`src/rtl/csr_regmap_pkg.sv`:
```
// Shared address map, status bit positions and FSM encoding for the CSR
// register-map responder.
package csr_regmap_pkg;

    localparam logic [10:0] GPR_BASE     = 11'h000;
    localparam logic [10:0] ID_OFFS      = 11'h100;
    localparam logic [10:0] STATUS_OFFS  = 11'h104;
    localparam logic [10:0] EVT_CNT_OFFS = 11'h108;

    localparam int unsigned PROTO_ERR_BIT = 31;

    typedef enum logic [1:0] {
        IDLE = 2'd0,
        WAIT = 2'd1,
        RESP = 2'd2
    } resp_state_e;

    function automatic logic [31:0] merge_bits(input logic [31:0] old_v,
                                               input logic [31:0] wdata,
                                               input logic [31:0] biten);
        return (old_v & ~biten) | (wdata & biten);
    endfunction

endpackage

```
`src/rtl/csr_sat_counter.sv`:
```
// Saturating up-counter; clear takes priority over increment.
module csr_sat_counter #(
    parameter int unsigned DATA_WIDTH = 32
) (
    input  logic                  clk,
    input  logic                  rst,
    input  logic                  inc,
    input  logic                  clr,
    output logic [DATA_WIDTH-1:0] count
);

    logic [DATA_WIDTH-1:0] count_r;

    // Count register: reset/clear to zero, otherwise increment until all-ones.
    always_ff @(posedge clk) begin
        if (rst) begin
            count_r <= {DATA_WIDTH{1'b0}};
        end else if (clr) begin
            count_r <= {DATA_WIDTH{1'b0}};
        end else if (inc && (count_r != {DATA_WIDTH{1'b1}})) begin
            count_r <= count_r + {{(DATA_WIDTH-1){1'b0}}, 1'b1};
        end else begin
            count_r <= count_r;
        end
    end

    assign count = count_r;

endmodule

```
`src/rtl/csr_regmap_responder.sv`:
```
// Bus target with a small CSR file (GPRs, ID, W1C status, event counter) that
// answers each single-cycle request after a fixed, registered latency.
module csr_regmap_responder
    import csr_regmap_pkg::*;
#(
    parameter int unsigned        DATA_WIDTH   = 32,
    parameter int unsigned        ADDR_WIDTH   = 11,
    parameter int unsigned        NUM_REGS     = 8,
    parameter int unsigned        RESP_LATENCY = 1,
    parameter logic [DATA_WIDTH-1:0] ID_VALUE  = 32'hC5A0_0001,
    parameter int unsigned        EVT_WIDTH    = 8
) (
    input  logic                           clk,
    input  logic                           rst,
    input  logic                           bus_req,
    input  logic                           bus_req_is_wr,
    input  logic [ADDR_WIDTH-1:0]          bus_addr,
    input  logic [DATA_WIDTH-1:0]          bus_wr_data,
    input  logic [DATA_WIDTH-1:0]          bus_wr_biten,
    output logic                           bus_ready,
    output logic [DATA_WIDTH-1:0]          bus_rd_data,
    output logic                           bus_err,
    input  logic [EVT_WIDTH-1:0]           hw_event,
    output logic [NUM_REGS*DATA_WIDTH-1:0] reg_q,
    output logic                           irq
);

    localparam int unsigned           WIDX_W = ADDR_WIDTH - 2;
    localparam logic [DATA_WIDTH-1:0] ZERO   = {DATA_WIDTH{1'b0}};
    localparam logic [DATA_WIDTH-1:0] ONE    = {{(DATA_WIDTH-1){1'b0}}, 1'b1};
    localparam logic [DATA_WIDTH-1:0] STATUS_MASK =
        (ONE << PROTO_ERR_BIT) | ((ONE << EVT_WIDTH) - ONE);

    resp_state_e           state_r;
    logic [3:0]            wait_cnt_r;
    logic [DATA_WIDTH-1:0] gpr_r [NUM_REGS];
    logic [DATA_WIDTH-1:0] status_r, status_next_s, status_set_s, status_clr_s;
    logic [DATA_WIDTH-1:0] evt_cnt_s, gpr_rd_s, rd_data_s;
    logic [DATA_WIDTH-1:0] resp_data_r, bus_rd_data_r;
    logic                  resp_err_r, bus_ready_r, bus_err_r, irq_r;
    logic [ADDR_WIDTH-1:0] gpr_offs_s;
    logic [WIDX_W-1:0]     word_idx_s;
    logic [NUM_REGS-1:0]   gpr_sel_s;
    logic                  aligned_s, gpr_hit_s, id_hit_s, status_hit_s, cnt_hit_s;
    logic                  err_s, accept_s, wr_accept_s, proto_viol_s, cnt_clr_s;

    // Address decode, read mux and next-state of the W1C status register.
    always_comb begin
        gpr_offs_s   = bus_addr - ADDR_WIDTH'(GPR_BASE);
        word_idx_s   = gpr_offs_s[ADDR_WIDTH-1:2];
        aligned_s    = (bus_addr[1:0] == 2'b00);
        gpr_hit_s    = aligned_s && (word_idx_s < WIDX_W'(NUM_REGS));
        id_hit_s     = aligned_s && (bus_addr == ADDR_WIDTH'(ID_OFFS));
        status_hit_s = aligned_s && (bus_addr == ADDR_WIDTH'(STATUS_OFFS));
        cnt_hit_s    = aligned_s && (bus_addr == ADDR_WIDTH'(EVT_CNT_OFFS));
        err_s        = !(gpr_hit_s || id_hit_s || status_hit_s || cnt_hit_s)
                       || (id_hit_s && bus_req_is_wr);

        gpr_sel_s = {NUM_REGS{1'b0}};
        gpr_rd_s  = ZERO;
        for (int i = 0; i < NUM_REGS; i++) begin
            gpr_sel_s[i] = gpr_hit_s && (word_idx_s == WIDX_W'(i));
            gpr_rd_s     = gpr_rd_s | (gpr_r[i] & {DATA_WIDTH{gpr_sel_s[i]}});
        end

        if (err_s) begin
            rd_data_s = ZERO;
        end else if (gpr_hit_s) begin
            rd_data_s = gpr_rd_s;
        end else if (id_hit_s) begin
            rd_data_s = ID_VALUE;
        end else if (status_hit_s) begin
            rd_data_s = status_r & STATUS_MASK;
        end else if (cnt_hit_s) begin
            rd_data_s = evt_cnt_s;
        end else begin
            rd_data_s = ZERO;
        end

        // Requests outside IDLE are dropped and only flag PROTO_ERR.
        accept_s     = bus_req && (state_r == IDLE) && !err_s;
        wr_accept_s  = accept_s && bus_req_is_wr;
        proto_viol_s = bus_req && (state_r != IDLE);
        cnt_clr_s    = wr_accept_s && cnt_hit_s && (|bus_wr_biten);

        status_clr_s  = (wr_accept_s && status_hit_s) ? (bus_wr_data & bus_wr_biten) : ZERO;
        status_set_s  = (proto_viol_s ? (ONE << PROTO_ERR_BIT) : ZERO)
                        | {{(DATA_WIDTH-EVT_WIDTH){1'b0}}, hw_event};
        // Hardware set is OR-ed after the clear so it wins on a collision.
        status_next_s = ((status_r & ~status_clr_s) | status_set_s) & STATUS_MASK;
    end

    // General-purpose registers with bit-enabled writes.
    always_ff @(posedge clk) begin
        if (rst) begin
            for (int i = 0; i < NUM_REGS; i++) begin
                gpr_r[i] <= ZERO;
            end
        end else begin
            for (int i = 0; i < NUM_REGS; i++) begin
                if (wr_accept_s && gpr_sel_s[i]) begin
                    gpr_r[i] <= merge_bits(gpr_r[i], bus_wr_data, bus_wr_biten);
                end
            end
        end
    end

    // Status register and its registered interrupt summary.
    always_ff @(posedge clk) begin
        if (rst) begin
            status_r <= ZERO;
            irq_r    <= 1'b0;
        end else begin
            status_r <= status_next_s;
            irq_r    <= |status_r;
        end
    end

    csr_sat_counter #(.DATA_WIDTH(DATA_WIDTH)) u_evt_cnt (
        .clk   (clk),
        .rst   (rst),
        .inc   (|hw_event),
        .clr   (cnt_clr_s),
        .count (evt_cnt_s)
    );

    // Response FSM: capture at request, wait out the latency, pulse ready.
    always_ff @(posedge clk) begin
        if (rst) begin
            state_r       <= IDLE;
            wait_cnt_r    <= 4'd0;
            resp_data_r   <= ZERO;
            resp_err_r    <= 1'b0;
            bus_ready_r   <= 1'b0;
            bus_rd_data_r <= ZERO;
            bus_err_r     <= 1'b0;
        end else begin
            case (state_r)
                IDLE: begin
                    bus_ready_r   <= 1'b0;
                    bus_rd_data_r <= ZERO;
                    bus_err_r     <= 1'b0;
                    if (bus_req) begin
                        resp_data_r <= rd_data_s;
                        resp_err_r  <= err_s;
                        if (RESP_LATENCY == 1) begin
                            state_r       <= RESP;
                            bus_ready_r   <= 1'b1;
                            bus_rd_data_r <= rd_data_s;
                            bus_err_r     <= err_s;
                        end else begin
                            state_r    <= WAIT;
                            wait_cnt_r <= 4'(RESP_LATENCY - 1);
                        end
                    end
                end
                WAIT: begin
                    if (wait_cnt_r == 4'd1) begin
                        state_r       <= RESP;
                        bus_ready_r   <= 1'b1;
                        bus_rd_data_r <= resp_data_r;
                        bus_err_r     <= resp_err_r;
                    end else begin
                        wait_cnt_r <= wait_cnt_r - 4'd1;
                    end
                end
                RESP: begin
                    state_r       <= IDLE;
                    bus_ready_r   <= 1'b0;
                    bus_rd_data_r <= ZERO;
                    bus_err_r     <= 1'b0;
                end
                default: begin
                    state_r       <= IDLE;
                    bus_ready_r   <= 1'b0;
                    bus_rd_data_r <= ZERO;
                    bus_err_r     <= 1'b0;
                end
            endcase
        end
    end

    for (genvar g = 0; g < NUM_REGS; g++) begin : g_reg_q
        assign reg_q[g*DATA_WIDTH +: DATA_WIDTH] = gpr_r[g];
    end

    assign bus_ready   = bus_ready_r;
    assign bus_rd_data = bus_rd_data_r;
    assign bus_err     = bus_err_r;
    assign irq         = irq_r;

endmodule

```
`config.mk`:
```
export PLATFORM = sky130hd
export DESIGN_NAME = csr_regmap_responder
export DESIGN_NICKNAME = d
export VERILOG_FILES = /design/src/rtl/csr_regmap_pkg.sv /design/src/rtl/csr_sat_counter.sv /design/src/rtl/csr_regmap_responder.sv
export SDC_FILE = /design/constraint.sdc
export NUM_CORES = 1
export LEC_CHECK = 0
export CAP_MARGIN = 20
export CORE_ASPECT_RATIO = 0.8
export CORE_MARGIN = 4
export CORE_UTILIZATION = 35
export DETAILED_ROUTE_END_ITERATION = 10
export GPL_TIMING_DRIVEN = 0
export PLACE_DENSITY_LB_ADDON = 0.12
export SYNTH_ARGS = -nofsm -noshare
export SYNTH_HDL_FRONTEND = slang
export SYNTH_SLANG_ARGS = --single-unit
```
`constraint.sdc`:
```
create_clock -name clk -period 6.7 [get_ports clk]
set_clock_uncertainty 0.05 [all_clocks]
set_input_delay 1.005 -clock clk [delete_from_list [all_inputs] [get_ports clk]]
set_output_delay 1.005 -clock clk [all_outputs]
set_load 0.01 [all_outputs]
```
# Word level (Yosys, flattened, before mapping)
# Memory sizes are Yosys's and may differ from the RTL's.
# Index checks and enable logic that the tools add are counted.
# totals
regBits,138
in_bits,87
mem_bits_rw,256
mem_count,1
output_inout_bits,291
# classes
order_cmp,1
muxes,53
n_reduce_logical,46
n_bitwise,46
add_sub_neg,2
n_eq_ne,15
# memory_table
memory,depth,width,rd,rd_clocked_by_memory_dff,wr,line,rtl
gpr_r,8,32,8,0,8,csr_regmap_responder.sv:36,logic [DATA_WIDTH-1:0] gpr_r [NUM_REGS];
# op_table
operator,n
bitwise AND 32 bit,18
two-way mux 32 bit,17
bitwise OR 32 bit,16
inverter 32 bit,2
one-hot mux 32 bit (2 select lines),1
OR reduction 32 bit,2
"equality test 9 x 3 -> 1 bit, second input constant",4
"equality test 11 x 9 -> 1 bit, second input constant",3
"adder 32 x 1 -> 32 bit, second input constant",1
"inequality test 32 bit, second input constant",1
bitwise OR 32 x 8 -> 32 bit,1
two-way mux 1 bit,30
logical AND 1 bit,29
"equality test 9 x 2 -> 1 bit, second input constant",2
"equality test 9 x 1 -> 1 bit, second input constant",1
logical NOT 9 bit,1
"less-than comparator 9 x 4 -> 1 bit, second input constant",1
bitwise OR 1 bit,8
OR reduction 8 bit,1
AND reduction 2 bit,3
"equality test 4 x 1 -> 1 bit, second input constant",1
logical NOT 2 bit,2
logical OR 1 bit,4
two-way mux 2 bit,2
9 further kinds,12

# Depth between registers and ports, before layout
# depth
ltp_word,15
mapped_depth,9
depth_no_buf,6

# Cells and area by module
# From an unflattened synthesis, not the netlist that was laid out.
# hier_totals
hier_cells,1464
hier_area_um2,16404.5
# modules_own_cells
mod,cells_per_inst,area_each_um2,n_inst,seq_area_each_um2
csr_regmap_responder,1270,14772.9,1,8588.2
csr_sat_counter,194,1631.6,1,640.6

# Worst setup path before layout
# Ideal clock, no wire load.
# synth_path
path_type,input port to flip-flop
from,input bus_addr[1]
to,"memory gpr_r[6][0], in the netlist gpr_r[1][64] (enable)"
path_buffers,3
t_arrival_ps,3311
required_ps,6262
stages,6
slack_ps,2951
path_cell_list,or4_1 > buf_2 > nor4_1 > buf_2 > buf_2 > a21o_1
# synth_lines
item,line,rtl
"start, declared",csr_regmap_responder.sv:17,"input logic [ADDR_WIDTH-1:0] bus_addr,"
"end, declared",csr_regmap_responder.sv:36,

==> results.md <==
* Largest cells by area after synthesis: edfxtp_1 (48%), nand2b_1 (10%), dfxtp_1 (9.7%)
* Post-synth top cells: a21oi_1 (307), nand2b_1 (259), edfxtp_1 (256)
* CTS Buf Count at 38
* Final RePlAce weighted congestion at around 0.88
* Req. time, crit path at 6.87 ns
* Cell taking the most area after synthesis: edfxtp_1
* WP data arrival at 5.22 ns
* Share of layout cells above drive strength 1 at 0.0707
* Setup Viol. Count Final at 0
* Fill cell count at 4211
* I/O pin cnt at 378
* Adder-cell area share of the yosys netlist at 0.000785
* Die Width at 247 µm
* Setup bufs post-CTS at 0
* Detailed-route DRC error count at 0
* DP Area at 20400 µm²
* Slew @ Worst Pin at 1.17 ns
* Worst-Skew Late Latency at around 0.54 ns
* Buffers added on ports at 343
* Antenna violations before repair at 8
* Yosys warnings at 0
* Die area at 49000 µm²
* CTS resizes at 0
* Largest family of logic cells by synthesized area: simple AND/OR/NAND/NOR gates
* Gr usage total at 0.278
* Yosys reg bits at about 330
* Cell Pwr Density at ~230 nW/µm²
* RSZ-0062 raised after global routing: false
* Total negative slack at 0 ns
* FFs w/ async S/R, synth at 0
* Most used cell, CP: buf_2
* # nets final at 1926
* CTS HTree Levels at 2
* Congestion Overflow GR at 0
* CTS tree: done
* Drt first pass iters at 7
* Startpoint types: primary input
* Max Slew Vio Count at 0
* Final Worst Setup Slack at 1.65 ns
* Max Freq at between 150 and 200 MHz
* DR vias/cell at 5.81
* Wire per inst at approximately 29 µm
* Synthesized area at 15900 µm²
* Crit path cell chain: clkdlybuf4s50_1, or4b_2, nor4_1, buf_2, buf_2, a21o_2, buf_12
* Worst path max stage delay at 0.90 ns
* Clock Tree Root: clkbuf_16
* Synth unique cells at 51
* Worst setup EP type: register
* Mux contribution to synthesized area at 0.0407
* Synth Area in Compound Gates at 0.174
* XOR/XNOR share of the synthesized area at 0.00495
* Top_reg_cell synth: edfxtp_1
* First-pass GRT wire length at 98900 µm
* DP HPWL at 51500 µm
* Core region area at between 40000 and 50000 µm²
* Pin count of the biggest net entering global routing at 24
* Drt total wl at approximately 70000 µm
* Clk buf depth at 3
* Cell count after synthesis at 1436
* Post-synth EDFFs at 256
* Reg clk slew, reported paths at 0.06 ns
* Maximum vdd ir drop at around 0.17 mV
* Vias in the first global route at 13649
* Post-route cell area at 21700 µm²
* Critical path type: in2reg
* Hold Crit Class: reg2reg
* Status: finished clean
* Die H at between 150 and 200 µm
* Area occupied by multi-input gates at 6310 µm²
* Register Area at roughly 9000 µm²
* Area share of the largest cell type after synthesis at 0.482
* LEAKAGE at 7.06 nW
* Synth Area per Inst at 11.1 µm²
* Synth Net Count at 1524
* Fin. Hold Viols at 0
* Final worst path period share at 0.754
* Buf/Inv on CP at 4
* DP Worst Slack at about 1.3 ns
* Sequential area share after synthesis at 0.579
* Fin crit period at a little over 5 ns
* Worst slew margin at 0.221
* Cell family with most CP delay: buffers and inverters
* Most common cell in the netlist: a21oi_1
* Initial core utilization at 0.356
* Clock sink count at 333
* Synth Area in Simple Gates at 0.175
* DRT iter0 DRCs at 1992
* Row count at between 60 and 70
* Max stage delay cell, worst path: nor4_1
* Count of hold-fix buffers inserted at cts at 0
* Syn-to-layout area delta at 36.0%
* Via count at roughly 14000
* Max-Cap Viols at 0
* Worst-path fanout max at 18
* Final ANT Viol Nets at 0
## final timing paths
check / end / startpoint / slack, ns / cells past startpoint
setup reg to reg: u_evt_cnt.count[30] / u_evt_cnt.count[8] / 3.96 / 8
hold reg to reg: bus_rd_data[1] / status_r[1] / 0.45 / 2
hold / removal: bus_rd_data[1] / status_r[1] / 0.45 / 2
setup / recovery: gpr_r[1][79] / bus_addr[8] / 1.65 / 7
## state kept, by name, indices dropped and copies added, names as in the netlist
| register | cells |
|---|---|
| bus_err | 1 |
| bus_ready | 1 |
| status_r | 9 |
| u_evt_cnt.count | 32 |
| state_r | 1 |
| gpr_r | 256 |
| bus_rd_data | 32 |
| irq | 1 |
## layout by cell type, fill, tap and decap left out, types with 11 or more instances in the layout
cell             count
a211oi_1            20
buf_1               22
edfxtp_1           256
and3_1              11
a22o_1              17
nand3_1             17
clkbuf_1            83
clkbuf_16           39
a31oi_1             19
o21ai_0             20
clkdlybuf4s50_1    343
nand2b_1           259
nor2_1              33
a21oi_1            307
or3_1               19
mux4_2              22
nand2_1             83
a222oi_1            37
nand4_1             11
dfxtp_1             77
nor4_1              14
## cell type report
| class | instances | share of cell area |
|---|---|---|
| Buffer | 106 | 0.0190 |
| Inverter | 1 | 0.000173 |
| Timing Repair Buffer | 362 | 0.174 |
| Clock buffer | 53 | 0.0493 |
| Multi-Input combinational cell | 996 | 0.291 |
| Tap cell | 603 | 0.0348 |
| Clock inverter | 16 | 0.00617 |
| Sequential cell | 333 | 0.426 |
| Antenna cell | 4 | 0.000462 |
## metrics by stage
stage | util | power (mW) | instances | hold WS, ns
6_report | 0.485 | 4.97 | 2474 | 0.451
5_1_grt | 0.485 | 5.11 | 2471 | 0.482
4_1_cts | 0.484 | 4.99 | 2467 | 0.453
3_5_place_dp | 0.457 | 2.92 | 2398 | 0.445
3_3_place_gp | 0.450 | 2.90 | 2382 | 0.439
2_1_floorplan | - | 2.60 | 1436 | 0.408
## power breakdown
part	leakage, nW	internal [mW]	total, mW	switching (mW)
Sequential	3.26	2.30	2.37	0.0733
Clock	0.590	1.19	2.08	0.890
Combinational	3.21	0.235	0.511	0.275
## worst min-delay path, stage by stage (launching register included)
cell and delay [ns]:
dfxtp_1 0.32, nand2_1 0.06, a31oi_1 0.07
## layer usage
| layer | part of all wire | global-route usage | up-vias |
|---|---|---|---|
| met2 | 0.46 | 0.437 | 772 |
| met5 | 0.00080 | 0 | - |
| met3 | 0.11 | 0.0848 | 98 |
| met4 | 0.021 | 0.0588 | 10 |
| li1 | - | - | 6258 |
| met1 | 0.41 | 0.383 | 7227 |
## logic make-up (layout without fill, tap and decap cells)
family,after synthesis,in the layout
buffers and inverters,107,538
AO/OA/AOI/OAI,462,462
AND/OR/NAND/NOR,488,488
other,0,4
multiplexers,36,36
adder cells (fa/ha/maj),1,1
flip-flops,333,333
XOR/XNOR,9,9
Note: power is estimated with default switching activity, not from simulation.
